[config.mk]
export PLATFORM = sky130hd
export DESIGN_NAME = smg_scan_control_module
export DESIGN_NICKNAME = d
export VERILOG_FILES = /design/src/rtl/smg_pkg.sv /design/src/rtl/smg_scan_timer_module.sv /design/src/rtl/smg_scan_control_module.sv
export SDC_FILE = /design/constraint.sdc
export NUM_CORES = 1
export LEC_CHECK = 0
export ABC_AREA = 1
export CAP_MARGIN = 30
export CORE_MARGIN = 5
export CORE_UTILIZATION = 28
export DETAILED_ROUTE_END_ITERATION = 16
export DONT_BUFFER_PORTS = 1
export HOLD_SLACK_MARGIN = 0.1
export PLACE_DENSITY = 0.42
export SETUP_SLACK_MARGIN = 0.1
export SYNTH_ARGS = -nofsm -noshare
export SYNTH_HDL_FRONTEND = slang
export SYNTH_HIERARCHICAL = 1
export SYNTH_SLANG_ARGS = --single-unit
[constraint.sdc]
create_clock -name CLK -period 2.3 [get_ports CLK]
set_input_delay 0.115 -clock CLK [delete_from_list [all_inputs] [get_ports CLK]]
set_output_delay 0.115 -clock CLK [all_outputs]
set_load 0.005 [all_outputs]
[src/rtl/smg_pkg.sv]
// Shared definitions for the seven-segment scan controller and its encoder.
package smg_pkg;

    // Width of one BCD digit inside the packed value.
    localparam int BCD_W = 4;

    // Phase of the current digit slot: all digits off, then one digit on.
    typedef enum logic {
        ST_BLANK = 1'b0,
        ST_SHOW  = 1'b1
    } scan_state_t;

    // Common-anode segment codes (active-low, bit 7 = decimal point).
    localparam logic [7:0] SEG_0     = 8'hC0;
    localparam logic [7:0] SEG_1     = 8'hF9;
    localparam logic [7:0] SEG_2     = 8'hA4;
    localparam logic [7:0] SEG_3     = 8'hB0;
    localparam logic [7:0] SEG_4     = 8'h99;
    localparam logic [7:0] SEG_5     = 8'h92;
    localparam logic [7:0] SEG_6     = 8'h82;
    localparam logic [7:0] SEG_7     = 8'hF8;
    localparam logic [7:0] SEG_8     = 8'h80;
    localparam logic [7:0] SEG_9     = 8'h90;
    localparam logic [7:0] SEG_BLANK = 8'hFF;

    // Digit code to segment pattern; codes above 9 have no glyph.
    function automatic logic [7:0] seg_code(input logic [BCD_W-1:0] n);
        logic [7:0] s;
        case (n)
            4'd0:    s = SEG_0;
            4'd1:    s = SEG_1;
            4'd2:    s = SEG_2;
            4'd3:    s = SEG_3;
            4'd4:    s = SEG_4;
            4'd5:    s = SEG_5;
            4'd6:    s = SEG_6;
            4'd7:    s = SEG_7;
            4'd8:    s = SEG_8;
            4'd9:    s = SEG_9;
            default: s = SEG_BLANK;
        endcase
        return s;
    endfunction

endpackage

[src/rtl/smg_scan_timer_module.sv]
// Digit slot timer: counts SCAN_CNT cycles per slot, the first BLANK_CNT
// of which are the blank phase. The phase register is the slot FSM.
module smg_scan_timer_module
    import smg_pkg::*;
#(
    parameter int SCAN_CNT  = 50000,
    parameter int BLANK_CNT = 500
) (
    input  logic CLK,
    input  logic RST,
    output logic Slot_End,
    output logic Show_Phase
);

    localparam int CW = $clog2(SCAN_CNT);
    localparam logic [CW-1:0] CNT_LAST = CW'(SCAN_CNT - 1);
    localparam logic [CW-1:0] CNT_SHOW = CW'(BLANK_CNT);
    localparam logic [CW-1:0] CNT_ONE  = CW'(1);

    logic [CW-1:0] cnt_q;
    logic [CW-1:0] cnt_d;
    scan_state_t   state_q;
    scan_state_t   state_d;

    // Slot counter and phase register.
    always_ff @(posedge CLK) begin
        if (RST) begin
            cnt_q   <= '0;
            state_q <= ST_BLANK;
        end else begin
            cnt_q   <= cnt_d;
            state_q <= state_d;
        end
    end

    // Next count wraps at slot end; phase follows the next count's compare.
    always_comb begin
        cnt_d   = cnt_q + CNT_ONE;
        state_d = ST_BLANK;
        if (cnt_q == CNT_LAST) begin
            cnt_d = '0;
        end
        if (cnt_d >= CNT_SHOW) begin
            state_d = ST_SHOW;
        end
    end

    assign Slot_End   = (cnt_q == CNT_LAST);
    assign Show_Phase = (state_q == ST_SHOW);

endmodule

[src/rtl/smg_scan_control_module.sv]
// Multiplexed scan controller for a common-anode seven-segment display.
// Load_En is a fire-and-forget request with no ready: a value sampled with
// Load_En=1 is held as pending and becomes visible at the next frame
// boundary; a later request before that boundary replaces it.
module smg_scan_control_module
    import smg_pkg::*;
#(
    parameter int DIGITS    = 6,
    parameter int SCAN_CNT  = 50000,
    parameter int BLANK_CNT = 500
) (
    input  logic                    CLK,
    input  logic                    RST,
    input  logic                    Load_En,
    input  logic [BCD_W*DIGITS-1:0] Value_Data,
    input  logic                    Blank_Lz,
    output logic [BCD_W-1:0]        Number_Data,
    output logic [DIGITS-1:0]       Scan_Data,
    output logic                    Frame_Done
);

    localparam int IW = (DIGITS > 1) ? $clog2(DIGITS) : 1;
    localparam logic [IW-1:0] IDX_LAST = IW'(DIGITS - 1);
    localparam logic [IW-1:0] IDX_ONE  = IW'(1);

    logic                    slot_end;
    logic                    show_phase;
    logic                    frame_wrap;
    logic [IW-1:0]           idx_q;
    logic                    frame_q;
    logic [BCD_W*DIGITS-1:0] disp_q;
    logic                    lz_q;
    logic [BCD_W*DIGITS-1:0] pend_q;
    logic                    pend_lz_q;
    logic                    pend_vld_q;
    logic [DIGITS-1:0]       vis;
    logic                    upper_zero;
    logic [BCD_W-1:0]        nib;

    smg_scan_timer_module #(
        .SCAN_CNT  (SCAN_CNT),
        .BLANK_CNT (BLANK_CNT)
    ) u_timer (
        .CLK        (CLK),
        .RST        (RST),
        .Slot_End   (slot_end),
        .Show_Phase (show_phase)
    );

    // The last slot of the last digit ends the frame.
    assign frame_wrap = slot_end && (idx_q == IDX_LAST);

    // Digit index advances at every slot end; Frame_Done marks the wrap.
    always_ff @(posedge CLK) begin
        if (RST) begin
            idx_q   <= '0;
            frame_q <= 1'b0;
        end else begin
            frame_q <= frame_wrap;
            if (slot_end) begin
                idx_q <= (idx_q == IDX_LAST) ? '0 : idx_q + IDX_ONE;
            end
        end
    end

    // Pending capture and frame-synchronous transfer to the display register.
    // A load coinciding with the wrap keeps the pending flag for next frame.
    always_ff @(posedge CLK) begin
        if (RST) begin
            disp_q     <= '0;
            lz_q       <= 1'b0;
            pend_q     <= '0;
            pend_lz_q  <= 1'b0;
            pend_vld_q <= 1'b0;
        end else begin
            if (frame_wrap && pend_vld_q) begin
                disp_q <= pend_q;
                lz_q   <= pend_lz_q;
            end
            if (Load_En) begin
                pend_q     <= Value_Data;
                pend_lz_q  <= Blank_Lz;
                pend_vld_q <= 1'b1;
            end else if (frame_wrap) begin
                pend_vld_q <= 1'b0;
            end
        end
    end

    // Per-digit visibility: non-BCD codes and suppressed leading zeros hide.
    always_comb begin
        vis        = '0;
        upper_zero = 1'b1;
        nib        = '0;
        for (int i = DIGITS - 1; i >= 0; i--) begin
            nib        = disp_q[i*BCD_W +: BCD_W];
            upper_zero = upper_zero && (nib == 4'd0);
            vis[i]     = (nib <= 4'd9) && !(lz_q && (i > 0) && upper_zero);
        end
    end

    // Select line of the current digit goes low only in its show phase.
    always_comb begin
        Scan_Data = '1;
        if (show_phase && vis[idx_q]) begin
            Scan_Data[idx_q] = 1'b0;
        end
    end

    assign Number_Data = disp_q[int'(idx_q)*BCD_W +: BCD_W];
    assign Frame_Done  = frame_q;

endmodule

==> results of run 1 <==
[cells in the mapped netlist]
cell / count / area share, %
nand3_1: 36 / 5.3
nor2_4: 3 / 0.99
o21bai_1: 2 / 0.44
nand4_1: 6 / 1.1
nand2_1: 79 / 8.7
clkbuf_1: 11 / 1.2
o21ai_1: 15 / 2.2
xnor2_1: 1 / 0.26
o2bb2ai_1: 1 / 0.26
inv_1: 41 / 4.5
o221ai_1: 3 / 0.77
inv_2: 2 / 0.22
buf_4: 3 / 0.66
dfxtp_1: 72 / 42
o21ai_0: 33 / 4.9
a21oi_2: 15 / 3.9
nor2_1: 112 / 12
inv_4: 1 / 0.18
o21ai_2: 2 / 0.52
nor2_2: 4 / 0.74
nand2_2: 2 / 0.37
o22ai_1: 1 / 0.18
clkinv_1: 1 / 0.11
a21oi_1: 24 / 3.5
o32ai_1: 1 / 0.26
ha_1: 1 / 0.37
nand2_4: 2 / 0.66
nor2_8: 1 / 0.59
nor3_1: 1 / 0.15
or2_1: 1 / 0.18
buf_6: 5 / 1.7
buf_2: 2 / 0.29
[sequential cells by signal (all words and copies together), names as in the netlist]
signal / flops
u_timer/cnt_q: 16
pend_q: 24
lz_q: 1
Frame_Done: 1
u_timer/Show_Phase: 1
disp_q: 24
pend_vld_q: 1
pend_lz_q: 1
idx_q: 3
[cell usage in the layout, fill, tap and decap left out, drive strengths merged, types with 2 or more instances in the layout]
cell type | netlist | routed
nand2 | 83 | 83
o21ai | 50 | 50
clkbuf | 11 | 12
clkinv | 1 | 3
buf | 10 | 4
nand3 | 36 | 36
dlygate4sd3 | 0 | 27
a21oi | 39 | 39
dfxtp | 72 | 72
nand4 | 6 | 6
o21bai | 2 | 2
nor2 | 120 | 120
inv | 44 | 44
o221ai | 3 | 3
[per-layer routing]
layer | routed length [um] | global-route usage (%)
met5 | 0 | 0
met4 | 89 | 3.65
met3 | 327 | 3.96
met2 | 4060 | 19.9
met1 | 4530 | 16.8
[worst max-delay path by stage]
stage | start | to | slack [ns] | cells after the start
floorplan | u_timer/cnt_q[0] | disp_q[10] | 0.58 | 11
finish | u_timer/cnt_q[0] | disp_q[9] | 0.34 | 10
global route | u_timer/cnt_q[0] | disp_q[11] | 0.09 | 10
CTS | u_timer/cnt_q[0] | disp_q[19] | 0.16 | 10
detailed placement | u_timer/cnt_q[0] | disp_q[19] | 0.17 | 10
global placement | u_timer/cnt_q[0] | disp_q[21] | 0.28 | 10
[layout make-up]
cell class / count / share of cell area [%]
multi-input cells: 346 / 40.9
well taps: 147 / 4.51
repair buffers: 31 / 7.36
clock buffers: 12 / 6.53
flip-flops and latches: 72 / 35.3
clock inverters: 4 / 1.26
inverters: 45 / 4.20
[power by group through the flow]
stage	registers [mW]	clock network [mW]	logic, mW
after floorplan	1.33	0	0.0773
after global placement	1.33	0	0.0879
after detailed placement	1.33	0	0.0900
after CTS	1.30	1.51	0.140
after global routing	1.31	1.57	0.157
final	1.31	1.46	0.138
[worst reg2reg max path, cell delays in order (launching register included)]
cell and delay (ns):
dfxtp_1 0.36, ha_1 0.21, nand3_1 0.14, nor2_1 0.13
nand2_1 0.07, inv_1 0.10, nand2_1 0.16, nor2_8 0.19
nand2_8 0.20, o21ai_1 0.23, a21oi_2 0.04
[logic make-up (layout without fill, tap and decap cells)]
family	Yosys count	after routing	synth area share, %
AO/OA/AOI/OAI	97	97	16.9
adder cells (fa/ha/maj)	1	1	0.368
flip-flops	72	72	42.4
buffers and inverters	66	92	8.87
AND/OR/NAND/NOR	247	247	31.2
XOR/XNOR	1	1	0.258
[timing repair]
action                                  4_1_cts  5_1_grt
hold endpoints to repair                     47        0
resized for setup                             0        2
hold buffers                                 27        0
endpoints found under the setup margin        0       25
==> flow_summary.ini, run 1 <==
[run_status]
status = finished clean

[place]
io_buffers = 0
place_inst = 614
preCtsSetupSlack_ns = 0.170
place_congestion = 0.818
post_dp_cell_area_um2 = 3480
hpwl_um = 6360

[synthesis]
synth.cell_area_um2 = 3400
synth_cell_type_count = 32
yosys_warnings = 6
seq_area_frac_synth_pct = 42.4
synth_nets = 513
synth_seq_cells = 72
syn_inst = 484
avgSynthCellArea_um2 = 7.02

[power]
leakagePower_nw = 1.58
p_seq_share_pct = 44.9
p_per_area_nw_per_um2 = 712
ir_drop_uv = 392
combPwrFrac_pct = 4.8
p_clk_share_pct = 50.4
p_int_mw = 2.27
netSwitchingFraction_pct = 21.9
power_switching_mw = 0.636
total_power_mw = 2.91

[sta]
tns_ns = 0
worst_slack_ns = 0.341
slew_violations = 0
holdWs_ns = 0.226
setup-violations-final = 0
finClkSkew_ns = 0.00406
final.period_utilization_pct = 85.2
min_period_ns = 1.96
fmax_ghz = 0.510
hold_viol = 0
rsz0062_at_grt = yes
slew_headroom_pct = 33.8
worst_pin_slew_ns = 0.990

[critical_path]
critPathRequiredTime_ns = 2.52
crit_family = simple AND/OR/NAND/NOR gates
r2r_slack_ns = 0.34
endpoint_kind = register
path_cells = ha_1 > nand3_1 > nor2_1 > nand2_1 > inv_1 > nand2_1 > nor2_8 > nand2_8 > o21ai_1 > a21oi_2
path_max_fanout = 40
r2r_end = disp_q[9]
max_stage_delay_ns = 0.36
reg2reg_depth = 10
crit_path_frequent_cell = nand2_1
crit_arrival_ns = 2.17
worstSetupPathType = register to register
critPathSlowestCell = dfxtp_1
rr_startpoint = u_timer/cnt_q[0]
cp-start-kind = register
path_buf_inv = 1

[drt]
via_per_inst = 4.56
wl_per_cell_um = 13.7
drt_wl_total_um = 9010
drc = 0
drtIter0Drc = 152
dr.pass1.iters = 5
dr_total_vias = 2997
detail-route-antenna-nets = 0

[clock_network]
cts_buffers = 9
root_buffer = clkbuf_16
cts_tree = built
clk_pin_slew_worst_paths_ns = 0.06
clock_sinks = 72
post_cts_buffers = 0
clk_latency_ns = 0.33
cts_max_level = 3
clock_path_buffers = 2

[floorplan]
start_util_pct = 28.4
io_pins = 39
die_area_um2 = 14400
die_h_um = 120
rows = 40
coreArea_um2 = 12000
fp.dieW_um = 120

[cells_and_area]
stdcell_count = 657
layout-drive-gt1-share_pct = 10.4
multi_input_area_um2 = 1670
n_fill_cell = 1260
diodes = 0
syn2layout_area_growth_pct = 20.1
finish.instance_area_um2 = 4080
seqCellArea_um2 = 1440
final_util_pct = 34.1
layout.nets = 534

[grt]
grt_start_max_net_pins = 42
grt_overflow = 0
grt_first_pass_wirelength_um = 14400
grtUsageTotal_pct = 12.7
antenna_found_initial = 0
grt_pass1_vias = 2881

[flow_run]
cap_violations = 0

[hold_path]
min_to = u_timer/cnt_q[8]
holdPathStages = 2
hold_start = RST
hold_path_class = input port to register
Note: power is estimated with default switching activity, not from simulation.
==> inputs of run 2 (changes only) <==
--- a/config.mk
+++ b/config.mk
@@ -6,13 +6,15 @@
 export NUM_CORES = 1
 export LEC_CHECK = 0
 export ABC_AREA = 1
-export CAP_MARGIN = 30
+export CAP_MARGIN = 5
 export CORE_MARGIN = 5
 export CORE_UTILIZATION = 28
 export DETAILED_ROUTE_END_ITERATION = 16
 export DONT_BUFFER_PORTS = 1
 export HOLD_SLACK_MARGIN = 0.1
+export MAX_ROUTING_LAYER = met4
 export PLACE_DENSITY = 0.42
+export REMOVE_ABC_BUFFERS = 1
 export SETUP_SLACK_MARGIN = 0.1
 export SYNTH_ARGS = -nofsm -noshare
 export SYNTH_HDL_FRONTEND = slang
==> run 2 against run 1 <==
Compared with the run above: power is 2.9% lower; register-to-register slack got worse by 0.02 ns; largest power group unchanged; critical path type is now input port to register; sequential power barely moved; highest routed layer unchanged; critical endpoint is now disp_q[14]; clock power shrank 5%; count of clock-buffer cells in the layout decreased by 2.
==> flow_summary.ini, run 2 (same netlist as run 1, synthesis figures left out) <==
[run_status]
status = finished clean

[place]
preCtsSetupSlack_ns = 0.172
place_inst = 613
io_buffers = 0
hpwl_um = 6030
place_congestion = 0.828
post_dp_cell_area_um2 = 3470

[clock_network]
post_cts_buffers = 0
clock_path_buffers = 2
clk_pin_slew_worst_paths_ns = 0.05
cts_max_level = 3
cts_buffers = 9
root_buffer = clkbuf_16
clock_sinks = 72
clk_latency_ns = 0.34
cts_tree = built

[cells_and_area]
largestRegisters = disp_q x24, pend_q x24, u_timer/cnt_q x16
final_cell_mix = 112 x nor2_1, 79 x nand2_1, 72 x dfxtp_1, 41 x inv_1, 36 x nand3_1
final_util_pct = 33.9
syn2layout_area_growth_pct = 19.2
finish.instance_area_um2 = 4050
diodes = 0
layout_commonest_cell = nor2_1
layout-drive-gt1-share_pct = 9.84
layout.nets = 533
stdcell_count = 655

[floorplan]
rows = 40
coreArea_um2 = 12000
die_area_um2 = 14400
fp.dieW_um = 120
die_h_um = 120
start_util_pct = 28.4
io_pins = 39

[sta]
finClkSkew_ns = 0.00536
holdWs_ns = 0.222
slew_violations = 0
fmax_ghz = 0.500
setup-violations-final = 0
worst_pin_slew_ns = 0.978
final.period_utilization_pct = 87.0
tns_ns = 0
hold_viol = 0
slew_headroom_pct = 34.6
min_period_ns = 2.00
worst_slack_ns = 0.299
rsz0062_at_grt = yes

[drt]
drc = 0
drtIter0Drc = 149
drt_wl_total_um = 8450
dr.pass1.iters = 4
via_per_inst = 4.55
detail-route-antenna-nets = 0
wl_per_cell_um = 12.9
dr_total_vias = 2979

[critical_path]
cp-start-kind = input port
endpoint_kind = register
path_max_fanout = 32
critPathRequiredTime_ns = 2.52
worstSetupPathType = input port to register
crit_arrival_ns = 2.22

[grt]
grt_start_max_net_pins = 41
grt_first_pass_wirelength_um = 14100
antenna_found_initial = 0
grtUsageTotal_pct = 12.7
grt_pass1_vias = 2818
grt_overflow = 0

[flow_run]
cap_violations = 0

[hold_path]
hold_path_class = input port to register

[power]
ir_drop_uv = 277
total_power_mw = 2.82
leakagePower_nw = 1.57
p_per_area_nw_per_um2 = 697
[run 2: timing repair]
item                                    in CTS  in global routing
resized for setup                            0                  1
hold endpoints to repair                    47                  0
endpoints found under the setup margin       0                 25
hold buffers                                27                  0
[run 2: layout make-up]
type                            instances  area, um^2
Multi-Input combinational cell        346        1660
Clock inverter                          5        57.6
Fill cell                            1287        7910
Clock buffer                           10         239
Sequential cell                        72        1440
Tap cell                              147         184
Timing Repair Buffer                   30         293
Inverter                               45         171
[run 2: power by group]
group          internal [mW]  total, mW  switching [mW]
Sequential              1.28       1.31          0.0247
Combinational         0.0583      0.129          0.0710
Clock                  0.861       1.39           0.524
Total                   2.20       2.82           0.620
[run 2: final timing paths]
kind	start	endpoint	slack [ns]	depth (start not counted)
hold reg to reg	u_timer/cnt_q[0]	u_timer/cnt_q[0]	0.46	1
setup reg to reg	u_timer/cnt_q[0]	disp_q[14]	0.32	10
setup / recovery	RST	disp_q[14]	0.30	5
hold / removal	RST	u_timer/cnt_q[1]	0.22	2
[run 2: routing by layer]
layer  wire length (um)  global-route usage, %  vias to the layer above
met5                  0                      -                        -
met4                167                   5.80                        0
met3                300                   2.97                       11
met2               3400                   17.0                       41
met1               4590                   18.0                     1319
li1                   -                      -                     1608
[run 2: worst max-delay path, cell delays in order]
cell	delay, ns
dlygate4sd3_1	1.18
inv_1	0.37
buf_4	0.34
o21ai_1	0.15
a21oi_2	0.04
==> inputs of run 3 (changes only) <==
--- a/config.mk
+++ b/config.mk
@@ -7,7 +7,7 @@
 export LEC_CHECK = 0
 export ABC_AREA = 1
 export CAP_MARGIN = 5
-export CORE_MARGIN = 5
+export CORE_MARGIN = 2
 export CORE_UTILIZATION = 28
 export DETAILED_ROUTE_END_ITERATION = 16
 export DONT_BUFFER_PORTS = 1
==> run 3 against run 2 <==
Compared with the run above: routed wire length decreased by 1.3%; register-to-register slack worse by 0.03 ns; sequential power about the same; non-clock buffer count unchanged; power increased by 4.5%; clock skew up 0.0016 ns; sequential cell count stayed put; hold slack improved by 0.013 ns; clock power increased by 9%; count of clock-buffer cells in the layout grew 1; largest power group unchanged.
==> flow_summary.ini, run 3 (same netlist as run 1, synthesis figures left out) <==
[drt]
detail-route-antenna-nets = 0
drtIter0Drc = 123
dr_total_vias = 3061
drc = 0
via_per_inst = 4.67
drt_wl_total_um = 8340
dr.pass1.iters = 4
wl_per_cell_um = 12.7

[place]
post_dp_cell_area_um2 = 3470
io_buffers = 0
place_congestion = 0.785
hpwl_um = 5790
preCtsSetupSlack_ns = 0.169
place_inst = 613

[sta]
holdWs_ns = 0.235
min_period_ns = 2.01
slew_violations = 0
final.period_utilization_pct = 87.4
hold_viol = 0
fmax_ghz = 0.498
slew_headroom_pct = 39.6
worst_slack_ns = 0.291
rsz0062_at_grt = no
finClkSkew_ns = 0.00699
worst_pin_slew_ns = 0.902
setup-violations-final = 0
tns_ns = 0

[cells_and_area]
stdcell_count = 656
layout.nets = 533
final_util_pct = 34.3
finish.instance_area_um2 = 4090
syn2layout_area_growth_pct = 20.3
layout_commonest_cell = nor2_1
diodes = 0
final_cell_mix = 112 x nor2_1, 79 x nand2_1, 72 x dfxtp_1, 41 x inv_1, 36 x nand3_1
largestRegisters = disp_q x24, pend_q x24, u_timer/cnt_q x16
n_fill_cell = 1297
layout-drive-gt1-share_pct = 10.4

[clock_network]
clk_latency_ns = 0.34
cts_buffers = 9
clk_pin_slew_worst_paths_ns = 0.06
root_buffer = clkbuf_16
clock_path_buffers = 2
cts_tree = built
clock_sinks = 72
cts_max_level = 3

[critical_path]
cp-start-kind = register
path_max_fanout = 40
r2r_slack_ns = 0.29
endpoint_kind = register
crit_path_frequent_cell = nand2_1
critPathSlowestCell = dfxtp_1
path_cells = ha_1 > nand3_1 > nor2_1 > nand2_1 > inv_1 > nand2_1 > nor2_8 > nand2_8 > o21ai_1 > a21oi_2
worstSetupPathType = register to register
crit_arrival_ns = 2.23
max_stage_delay_ns = 0.36
critPathRequiredTime_ns = 2.52

[floorplan]
io_pins = 39
start_util_pct = 28.5
fp.dieW_um = 114
die_area_um2 = 13000
die_h_um = 114
coreArea_um2 = 11900
rows = 40

[grt]
antenna_found_initial = 0
grt_pass1_vias = 2960
grtUsageTotal_pct = 14.5
grt_first_pass_wirelength_um = 14600
grt_overflow = 0
grt_start_max_net_pins = 42

[run_status]
status = finished clean

[power]
p_per_area_nw_per_um2 = 722
ir_drop_uv = 326
leakagePower_nw = 1.58
total_power_mw = 2.95

[hold_path]
hold_path_class = input port to register

[flow_run]
cap_violations = 0
==> run 3: cell count changes in the layout (fill, tap and decap cells not counted), sizes merged <==
cell    delta
clkinv     -2
bufinv     +1
inv        +1
clkbuf     +1
==> run 3: critical path, delay by kind of cell (launching register included) <==
kind                       cells  cell delay [ns]
AOI/OAI and AO/OA              2             0.28
and+or+nand+nor                6             0.91
DFF                            1             0.36
buffers and inverters          1             0.10
adders and majority gates      1             0.20
==> run 3: worst paths after layout <==
path | startpoint | to | depth (start not counted)
worst max register to register | u_timer/cnt_q[0] | disp_q[12] | 10
worst min-delay path | RST | u_timer/cnt_q[3] | 2
worst min register to register | u_timer/cnt_q[0] | u_timer/cnt_q[0] | 1
worst max-delay path | u_timer/cnt_q[0] | disp_q[12] | 10
==> run 3: what timing repair did <==
| item | in CTS | in global routing |
|---|---|---|
| setup endpoints to repair | 0 | 25 |
| endpoints found under the hold margin | 47 | 0 |
| gates resized for setup | 0 | 4 |
| hold buffers | 27 | 0 |
| buffers inserted | 0 | 0 |
==> run 3: per-layer routing <==
| metal | GRT usage (%) | part of all wire, % |
|---|---|---|
| met1 | 20.0 | 53 |
| met2 | 20.6 | 42 |
| met3 | 2.70 | 3.7 |
| met4 | 6.34 | 2.1 |
| met5 | - | 0 |
==> run 3: layout make-up <==
cell class                      instances  area, um^2  area share, %
Clock buffer                           11         243           5.94
Clock inverter                          5        78.8           1.93
Inverter                               45         171           4.19
Multi-Input combinational cell        346        1680           41.0
Sequential cell                        72        1440           35.3
Tap cell                              147         184           4.50
Timing Repair Buffer                   30         293           7.16
==> run 3: power by group <==
part           leakage (nW)  internal, mW  switching, mW  total, mW
Combinational         0.834        0.0589         0.0707      0.130
Clock                 0.160         0.979          0.533       1.51
Sequential            0.587          1.28         0.0251       1.31
Total                  1.58          2.32          0.629       2.95
